<file path="src/rtl/mul_amisha_pkg.sv">
// Shared definitions for the shift-and-add multiply-accumulate unit:
// FSM state encoding and the default operand width.
package mul_amisha_pkg;

    localparam int W_DEF = 8;

    typedef enum logic [1:0] {
        IDLE = 2'd0,
        OP   = 2'd1,
        DONE = 2'd2
    } state_t;

endpackage

</file>
<file path="src/rtl/mul_amisha.sv">
// Sequential multiply-accumulate, prod = quo * dvsr + rmd, one multiplier bit per clock.
// Optional MUL_CHK_EN adds err_amisha, flagging inputs that cannot be a valid divider result.
module mul_amisha
    import mul_amisha_pkg::*;
#(
    parameter int W = W_DEF
) (
    input  logic           clk_amisha,
    input  logic           reset_amisha,
    input  logic           start_amisha,
    input  logic [W-1:0]   quo_amisha,
    input  logic [W-1:0]   dvsr_amisha,
    input  logic [W-1:0]   rmd_amisha,
    output logic           ready_amisha,
    output logic           done_tick_amisha,
`ifdef MUL_CHK_EN
    output logic           err_amisha,
`endif
    output logic [2*W-1:0] prod_amisha
);

    localparam int NW = $clog2(W) + 1;
    localparam logic [NW-1:0] N_ONE  = NW'(1);
    localparam logic [NW-1:0] N_LOAD = NW'(W);

    state_t          state, state_next;
    logic [W-1:0]    a_reg;
    logic [2*W-1:0]  b_reg;
    logic [2*W-1:0]  p_reg;
    logic [2*W-1:0]  p_sum;
    logic [NW-1:0]   n_reg;
    logic            load;
    logic            step;
    logic            last;

    always_ff @(posedge clk_amisha or negedge reset_amisha) begin
        if (!reset_amisha) state <= IDLE;
        else               state <= state_next;
    end

    always_comb begin
        state_next       = state;
        ready_amisha     = 1'b0;
        done_tick_amisha = 1'b0;
        load             = 1'b0;
        step             = 1'b0;
        case (state)
            IDLE: begin
                ready_amisha = 1'b1;
                if (start_amisha) begin
                    load       = 1'b1;
                    state_next = OP;
                end
            end
            OP: begin
                step = 1'b1;
                if (last) state_next = DONE;
            end
            DONE: begin
                done_tick_amisha = 1'b1;
                state_next       = IDLE;
            end
            default: state_next = IDLE;
        endcase
    end

    assign last  = (n_reg == N_ONE);
    // Worst case (2^W-1)^2 + (2^W-1) still fits in 2W bits, so truncation never loses data.
    assign p_sum = a_reg[0] ? (p_reg + b_reg) : p_reg;

    always_ff @(posedge clk_amisha or negedge reset_amisha) begin
        if (!reset_amisha) begin
            a_reg <= '0;
            b_reg <= '0;
            p_reg <= '0;
            n_reg <= '0;
        end else if (load) begin
            a_reg <= quo_amisha;
            b_reg <= {{W{1'b0}}, dvsr_amisha};
            p_reg <= {{W{1'b0}}, rmd_amisha};
            n_reg <= N_LOAD;
        end else if (step) begin
            a_reg <= a_reg >> 1;
            b_reg <= b_reg << 1;
            p_reg <= p_sum;
            n_reg <= n_reg - N_ONE;
        end
    end

    assign prod_amisha = p_reg;

`ifdef MUL_CHK_EN
    // Operand-side violations are captured at start; the high-half test needs the final sum,
    // so err is written on the last OP edge and is valid alongside done_tick.
    logic chk_reg;

    always_ff @(posedge clk_amisha or negedge reset_amisha) begin
        if (!reset_amisha) begin
            chk_reg    <= 1'b0;
            err_amisha <= 1'b0;
        end else if (load) begin
            chk_reg    <= (rmd_amisha >= dvsr_amisha) || (dvsr_amisha == '0);
            err_amisha <= 1'b0;
        end else if (step && last) begin
            err_amisha <= chk_reg || (p_sum[2*W-1:W] != '0);
        end
    end
`endif

endmodule

</file>
<file path="config.mk">
export PLATFORM = sky130hd
export DESIGN_NAME = mul_amisha
export DESIGN_NICKNAME = d
export VERILOG_FILES = /design/src/rtl/mul_amisha_pkg.sv /design/src/rtl/mul_amisha.sv
export SDC_FILE = /design/constraint.sdc
export NUM_CORES = 1
export LEC_CHECK = 0
export ABC_AREA = 0
export BUFFER_PORTS_ARGS = -buffer_cell sky130_fd_sc_hd__buf_2
export CELL_PAD_IN_SITES_DETAIL_PLACEMENT = 0
export CELL_PAD_IN_SITES_GLOBAL_PLACEMENT = 2
export CORE_MARGIN = 4
export CORE_UTILIZATION = 34
export DETAILED_ROUTE_END_ITERATION = 16
export PLACE_DENSITY_LB_ADDON = 0.1
export SYNTH_ARGS = -nofsm -noshare
export SYNTH_HDL_FRONTEND = slang
export SYNTH_SLANG_ARGS = --single-unit
</file>
<file path="constraint.sdc">
create_clock -name clk_amisha -period 2.7 [get_ports clk_amisha]
set_input_delay 0.27 -clock clk_amisha [delete_from_list [all_inputs] [get_ports clk_amisha]]
set_output_delay 0.27 -clock clk_amisha [all_outputs]
set_load 0.01 [all_outputs]
</file>
### Word-level counts from Yosys, hierarchy flattened

Cells that the tools add are included.

| cells by class | value |
|---|---|
| reduce and logical (&&, ||, !) cells | 5 |
| equal/unequal tests | 5 |
| $add $sub $neg | 2 |
| mux-type cells | 17 |

Operators with widths:

| kind | number |
|---|---|
| two-way mux 16 bit | 5 |
| adder 16 bit | 1 |
| two-way mux 8 bit | 2 |
| two-way mux 4 bit | 2 |
| two-way mux 1 bit | 5 |
| equality test 4 x 1 -> 1 bit, second input constant | 1 |
| two-way mux 2 bit | 2 |
| != test 2 bit, second input constant | 2 |
| one-hot mux 2 bit (2 select lines) | 1 |
| AND reduction 2 bit | 2 |
| nonzero test 2 bit | 2 |
| subtractor 4 x 1 -> 4 bit, second input constant | 1 |
| equality test 2 x 1 -> 1 bit, second input constant | 1 |
| equality test 2 bit, second input constant | 1 |
| zero test 2 bit | 1 |

| word-level totals | value |
|---|---|
| bits in registers | 46 |
| bits of input ports | 27 |
| word-level logic and storage cells | 34 |
| output and inout bits | 18 |

### Depth between registers and ports, before layout

Gate-level depths: netlist (run 1).

| depth | value |
|---|---|
| depth in word-level cells | 4 |
| mapped depth | 8 |
| depth with buffers taken out | 8 |

### Worst setup path after synthesis (run 1)

No wires, ideal clock.

| timing path | value |
|---|---|
| kind | register to register |
| from | reg p_reg[0] (netlist: prod_amisha[0]) |
| to | reg p_reg[14] (netlist: prod_amisha[14]) |
| stages on the path, launching flop included | 9 |
| arrival | 2346 ps |
| data required time | 2578 ps |
| buffers on the path | 0 |
| setup slack | 233 ps |
| period minus slack after synthesis | 2467 ps |
| setup time | 122 ps |
| path through | dfrtp_1 ha_1 fa_1 a21o_2 a311oi_2 or3_1 a31oi_1 or3_1 a32o_1 |

| on the way | value |
|---|---|
| word-level cells in the longest chain between the ends | 4 |

Ends and longest elaborated chain:

| element | line | text |
|---|---|---|
| start: declaration | mul_amisha.sv:29 | `logic [2*W-1:0] p_reg;` |
| start signal: assignment | mul_amisha.sv:80 | `p_reg <= {{W{1'b0}}, rmd_amisha};` |
| start signal: assignment | mul_amisha.sv:85 | `p_reg <= p_sum;` |
| adder 16 bit | mul_amisha.sv:69 | `assign p_sum = a_reg[0] ? (p_reg + b_reg) : p_reg;` |
| two-way mux 16 bit | mul_amisha.sv:69 |  |
| two-way mux 16 bit | mul_amisha.sv:82 | `end else if (step) begin` |
| two-way mux 16 bit | mul_amisha.sv:77 | `end else if (load) begin` |

Every way passes these cells. The select of a mux whose other input is x is not followed.
A chain may end at the register's enable or synchronous reset.

### Worst setup path in the final report (run 1)

Same ends and word-level chain as after synthesis.

==> flow_metrics.env, run 1 <==
export IMPL_outcome="finished clean"
export IMPL_post_drt_wl_per_cell_um=15.9
export IMPL_ys_ff_latch=46
export IMPL_ys_warn_count=0
export IMPL_rows=31
export IMPL_required_ns=2.89
export IMPL_synthArstFlopShare_pct=100
export IMPL_wl_um=6870
export IMPL_fmax_ghz=0.394
export IMPL_ir_worst_vdd_uv=361
export IMPL_syn_cell_area_um2=2610
export IMPL_numCtsBuffers=5
export IMPL_drv_slew=0
export IMPL_grt_pass1_vias=2222
export IMPL_postRouteAntennaNets=0
export IMPL_grt_max_degree=31
export IMPL_clk_latency_ns=0.30
export IMPL_viasPerCell=5.12
export IMPL_path_max_fanout=3
export IMPL_synth_area_leaders="dfrtp_1 (44%), nand2_1 (11%), ha_1 (8.1%)"
export IMPL_final_min_clock_period_ns=2.54
export IMPL_ios=45
export IMPL_end_kind="flop"
export IMPL_core_um2=7370
export IMPL_drive_above_1_share_pct=19.8
export IMPL_syn_area_per_cell_um2=9.03
export IMPL_instances_no_fill=433
export IMPL_postSynthNetCount=334
export IMPL_diodes=0
export IMPL_ys_flop_type="dfrtp_1"
export IMPL_rsz0062_at_grt="false"
export IMPL_die_area_um2=9140
export IMPL_drtIter0Drc=56
export IMPL_synth_area_leader_cell="dfrtp_1"
export IMPL_overflow=0
export IMPL_yosysMostFrequentCell="nand2_1"
export IMPL_grt_pass1_wl_um=11600
export IMPL_drt_pass1_iterations=4
export IMPL_min_path_type="in -> reg"
export IMPL_final_period_utilization_pct=94.0
export IMPL_finalPower_mw=3.84
export IMPL_fin_tns_setup_ns=0
export IMPL_synth_edf_count=0
export IMPL_maxCapViolations=0
export IMPL_synth_cell_types=42
export IMPL_dpl_cell_count=424
export IMPL_fin_skew_ns=0.00713
export IMPL_arrival_ns=2.73
export IMPL_fin_nets=378
export IMPL_syn_inst=289
export IMPL_cts_tree="yes"
export IMPL_io_buffers=44
export IMPL_cts_max_level=2
export IMPL_areaGrowthSynthToFinish_pct=17.2
export IMPL_die_w_um=95.6
export IMPL_tightest_slew_ns=1.04
export IMPL_die_y_um=95.6
export IMPL_finalSetupViolCount=0
export IMPL_numClockSinks=46
export IMPL_cts_path_max_buffers=2
export IMPL_grt_use_total_pct=16.5
export IMPL_vias=2215
export IMPL_drc=0
export IMPL_clkSlewWorstSetupHoldPaths_ns=0.10
export IMPL_worstSetupPathType="reg -> reg"
export IMPL_synth_common_cells="nand2_1 (74), dfrtp_1 (46), o21ai_0 (24), a22oi_1 (19), ha_1 (17)"
export IMPL_power_density_nw_per_um2=1250
export IMPL_synth_yosys_seq_area_share_pct=44.1
export IMPL_root_buffer="clkbuf_8"
export IMPL_hold_viol_final=0
export IMPL_leakagePower_nw=1.49
export IMPL_dp_hpwl_um=5000
export IMPL_gp_congestion=0.871
export IMPL_synth_top_area_share_pct=44.1
export IMPL_start_util_pct=35.4
export IMPL_worst_setup_path_start_kind="flop"
export IMPL_relSlewSlack_pct=30.4
export IMPL_grt_antenna_before_repair=0
export IMPL_n_fill_cell=803
==> worst max-delay path, stage by stage, from the launching register on <==
cell and delay, ns:
dfrtp_1 0.42, ha_1 0.24, fa_2 0.36, a21o_2 0.25, a311oi_2 0.32, or3_4 0.20
a31oi_1 0.09, or3_1 0.31, a32o_1 0.25
==> routing by layer <==
metal | up-vias | track usage, % | wire, um
met2 | 41 | 25.1 | 3100
met3 | 5 | 3.55 | 258
met1 | 1053 | 23.9 | 3450
met5 | - | 0 | 0
li1 | 1116 | - | -
met4 | 0 | 3.79 | 59
==> path summary, 6_finish.rpt <==
check / start / end / slack [ns] / cells past startpoint
setup / recovery: prod_amisha[0] / prod_amisha[14] / 0.16 / 8
hold / removal: quo_amisha[7] / a_reg[7] / 0.15 / 3
setup reg to reg: prod_amisha[0] / prod_amisha[14] / 0.16 / 8
hold reg to reg: a_reg[2] / a_reg[2] / 0.48 / 2
max in group asynchronous: reset_amisha / n_reg[3] / 1.51 / 3
min in group asynchronous: reset_amisha / prod_amisha[15] / 0.43 / 2
==> report_power, final <==
group          internal, mW  switching, mW  leakage [nW]
clock                 0.184          0.259        0.0452
combinational         0.882           1.26         0.868
sequential            0.996          0.256         0.580
==> cell usage in the layout, fill, tap and decap left out, types with 2 or more instances in the layout <==
cell      synthesis  layout
or3_1             3       2
ha_1             17      17
xor2_1            4       4
nor2_1           13      13
buf_4             0       7
nor3_1            2       2
a22oi_1          19      19
o31ai_1           2       2
clkbuf_8          0       5
nand2b_1          3       3
a21oi_1           9       9
xnor2_1           6       6
a211oi_1          2       2
nor4b_1           2       2
o21ai_0          24      24
dfrtp_1          46      46
o21bai_1          2       2
a21o_1            8       8
a31oi_1           5       5
and2_1            2       2
inv_1             4       4
a221o_1           2       2
nand2_1          74      74
buf_2             3      44
nand3_1           5       5
nand4_1           3       3
==> per-stage QoR <==
stage	util (%)	hold WS [ns]	setup slack [ns]	instance area, um2
floorplan	-	-0.0256	0.233	2610
global placement	40.0	0.235	0.114	2950
detailed placement	40.0	0.234	0.0423	2950
CTS	41.3	0.140	0.0520	3050
global route	41.5	0.136	0.0264	3060
finish	41.5	0.149	0.161	3060
==> cell families after synthesis <==
family	Yosys count	synth area share, %
AO/OA/AOI/OAI	81	21.4
XOR/XNOR	10	3.36
adder cells (fa/ha/maj)	18	8.92
buffers and inverters	19	2.92
flip-flops	46	44.1
AND/OR/NAND/NOR	115	19.3
==> cell type report <==
class                      count  area, um2  area share, %
timing repair buffer          52        283           9.25
clock inverter                 2       13.8          0.450
clock buffer                   6       72.6           2.37
sequential                    46       1150           37.6
multi-input combinational    224       1400           45.7
tap                           99        124           4.05
inverter                       4       15.0          0.491
==> repair_timing <==
action | 4_1_cts | 5_1_grt
resized for setup | 1 | 3
hold endpoints to repair | 16 | 0
hold buffers | 1 | 0
cloned | 0 | 0
pin swaps | 0 | 1
endpoints found under the setup margin | 1 | 3
buffers inserted | 0 | 0
Note: power is estimated with default switching activity, not from simulation.
==> run 2: changes to the inputs <==
--- a/config.mk
+++ b/config.mk
@@ -9,8 +9,8 @@
 export BUFFER_PORTS_ARGS = -buffer_cell sky130_fd_sc_hd__buf_2
 export CELL_PAD_IN_SITES_DETAIL_PLACEMENT = 0
 export CELL_PAD_IN_SITES_GLOBAL_PLACEMENT = 2
-export CORE_MARGIN = 4
-export CORE_UTILIZATION = 34
+export CORE_MARGIN = 8
+export CORE_UTILIZATION = 37
 export DETAILED_ROUTE_END_ITERATION = 16
 export PLACE_DENSITY_LB_ADDON = 0.1
 export SYNTH_ARGS = -nofsm -noshare
==> constraint.sdc (replaced) <==
create_clock -name clk_amisha -period 3.2 [get_ports clk_amisha]
set_input_delay 0.32 -clock clk_amisha [delete_from_list [all_inputs] [get_ports clk_amisha]]
set_output_delay 0.32 -clock clk_amisha [all_outputs]
set_load 0.01 [all_outputs]
==> run 2 against run 1 <==
Effect of this change:
- clock power grew 2%
- critical endpoint is now prod_amisha[12]
- fmax shrank 3.5%
- count of clock-buffer cells in the layout is the same
- non-clock buffer count shrank 3
- largest power group unchanged
- cell area shrank 0.53%
- wire length shrank 2.2%
- utilization grew 3.3 points
==> flow_metrics.env, run 2 (synthesized netlist as in run 1, its figures left out) <==
export IMPL_outcome="finished clean"
export IMPL_hp_start="quo_amisha[7]"
export IMPL_worstSetupPathType="reg -> reg"
export IMPL_final_cell_area_um2=3040
export IMPL_cts_path_max_buffers=2
export IMPL_numClockSinks=46
export IMPL_hold_path_endpoint="a_reg[7]"
export IMPL_cts_setup_buffers=0
export IMPL_fin_hold_ws_ns=0.208
export IMPL_root_buffer="clkbuf_8"
export IMPL_die_area_um2=10000
export IMPL_end_kind="flop"
export IMPL_grt_pass1_wl_um=11500
export IMPL_worst_setup_path_start_kind="flop"
export IMPL_areaGrowthSynthToFinish_pct=16.5
export IMPL_hold_viol_final=0
export IMPL_grt_max_degree=47
export IMPL_path_max_fanout=3
export IMPL_cts_max_level=2
export IMPL_final_common_cell="nand2_1"
export IMPL_drt_pass1_iterations=4
export IMPL_rows=30
export IMPL_fin_nets=375
export IMPL_die_w_um=100
export IMPL_grt_antenna_before_repair=0
export IMPL_drc=0
export IMPL_pwr_share_comb_pct=54.0
export IMPL_required_ns=3.37
export IMPL_dp_hpwl_um=4850
export IMPL_wl_um=6720
export IMPL_min_path_type="in -> reg"
export IMPL_maxCapViolations=0
export IMPL_arrival_ns=2.80
export IMPL_start_util_pct=38.4
export IMPL_drive_above_1_share_pct=18.5
export IMPL_fin_tns_setup_ns=0
export IMPL_viasPerCell=5.13
export IMPL_pwr_share_clk_pct=13.8
export IMPL_finalPower_mw=3.28
export IMPL_setup_ws_ns=0.569
export IMPL_grt_use_total_pct=14.3
export IMPL_worst_r2r_setup_slack_ns=0.57
export IMPL_drtIter0Drc=117
export IMPL_overflow=0
export IMPL_holdPathStages=3
export IMPL_post_drt_wl_per_cell_um=15.8
export IMPL_io_buffers=44
export IMPL_dpl_cell_count=419
export IMPL_swShare_pct=44.5
export IMPL_rsz0062_at_grt="false"
export IMPL_final_cell_mix="nand2_1 (74), dfrtp_1 (46), buf_2 (44)"
export IMPL_instances_no_fill=426
export IMPL_ir_worst_vdd_uv=541
export IMPL_clk_latency_ns=0.30
export IMPL_clkSlewWorstSetupHoldPaths_ns=0.09
export IMPL_power_density_nw_per_um2=1080
export IMPL_final_min_clock_period_ns=2.63
export IMPL_rr_endpoint="prod_amisha[12]"
export IMPL_fin_skew_ns=0.00506
export IMPL_slowest_stage="fa_1"
export IMPL_ff2ff_path_depth=8
export IMPL_cts_hold_buf=0
export IMPL_final_period_utilization_pct=82.2
export IMPL_leakagePower_nw=1.49
export IMPL_gp_congestion=0.801
export IMPL_place_ws_ns=0.585
export IMPL_p_seq_share_pct=32.2
export IMPL_drv_slew=0
export IMPL_tightest_slew_ns=1.07
export IMPL_grt_pass1_vias=2278
export IMPL_crit_chain="ha_1, fa_1, a21o_2, a311oi_2, o21bai_1, a21o_1, a2111oi_0, o31ai_1"
export IMPL_cts_resized=0
export IMPL_fmax_ghz=0.380
export IMPL_numCtsBuffers=5
export IMPL_p_int_mw=1.82
export IMPL_cpPeakStageDelay_ns=0.42
export IMPL_relSlewSlack_pct=28.8
export IMPL_final_core_util_pct=44.8
export IMPL_cts_tree="yes"
export IMPL_vias=2187
export IMPL_postRouteAntennaNets=0
export IMPL_ios=45
export IMPL_r2r_start="prod_amisha[0]"
export IMPL_p_sw_mw=1.46
export IMPL_core_um2=6790
export IMPL_die_y_um=100
export IMPL_finalSetupViolCount=0
export IMPL_placed_area_um2=2930
export IMPL_diodes=0
-- run 2: how the worst max path moves through the flow --
stage | startpoint | to | slack, ns | depth (start not counted)
after CTS | prod_amisha[0] | prod_amisha[12] | 0.55 | 8
after global placement | prod_amisha[0] | prod_amisha[14] | 0.64 | 8
after floorplan | prod_amisha[0] | prod_amisha[14] | 0.73 | 8
final | prod_amisha[0] | prod_amisha[12] | 0.57 | 8
after global routing | prod_amisha[0] | prod_amisha[12] | 0.40 | 8
after detailed placement | prod_amisha[0] | prod_amisha[12] | 0.59 | 8
-- run 2: power groups by stage --
stage | Sequential, mW | Combinational, mW | Clock, mW
after CTS | 1.06 | 1.80 | 0.469
after global placement | 1.06 | 1.80 | 0
after global routing | 1.10 | 2.02 | 0.483
final | 1.06 | 1.77 | 0.451
after detailed placement | 1.07 | 1.79 | 0
after floorplan | 1.05 | 1.28 | 0
-- run 2: critical path: cells and delay by family (launching register included) --
kind / cells / cell delay, ns
adders and majority gates: 2 / 0.66
DFF: 1 / 0.41
AOI/OAI and AO/OA: 6 / 1.45
-- run 2: routing by layer --
metal	GRT usage [%]	vias to the layer above	share of wire, %
li1	-	1109	-
met5	0	-	0
met1	19.2	1032	48
met2	22.5	40	46
met3	3.11	6	4.6
met4	3.49	0	0.92
-- run 2: cell type report --
type / instances / area [um2]
repair buffers: 49 / 258
multi-input cells: 224 / 1390
clock buffers: 6 / 82.6
clock inverters: 1 / 30.0
inverters: 4 / 15.0
fillers: 695 / 3750
flip-flops and latches: 46 / 1150
well taps: 96 / 120
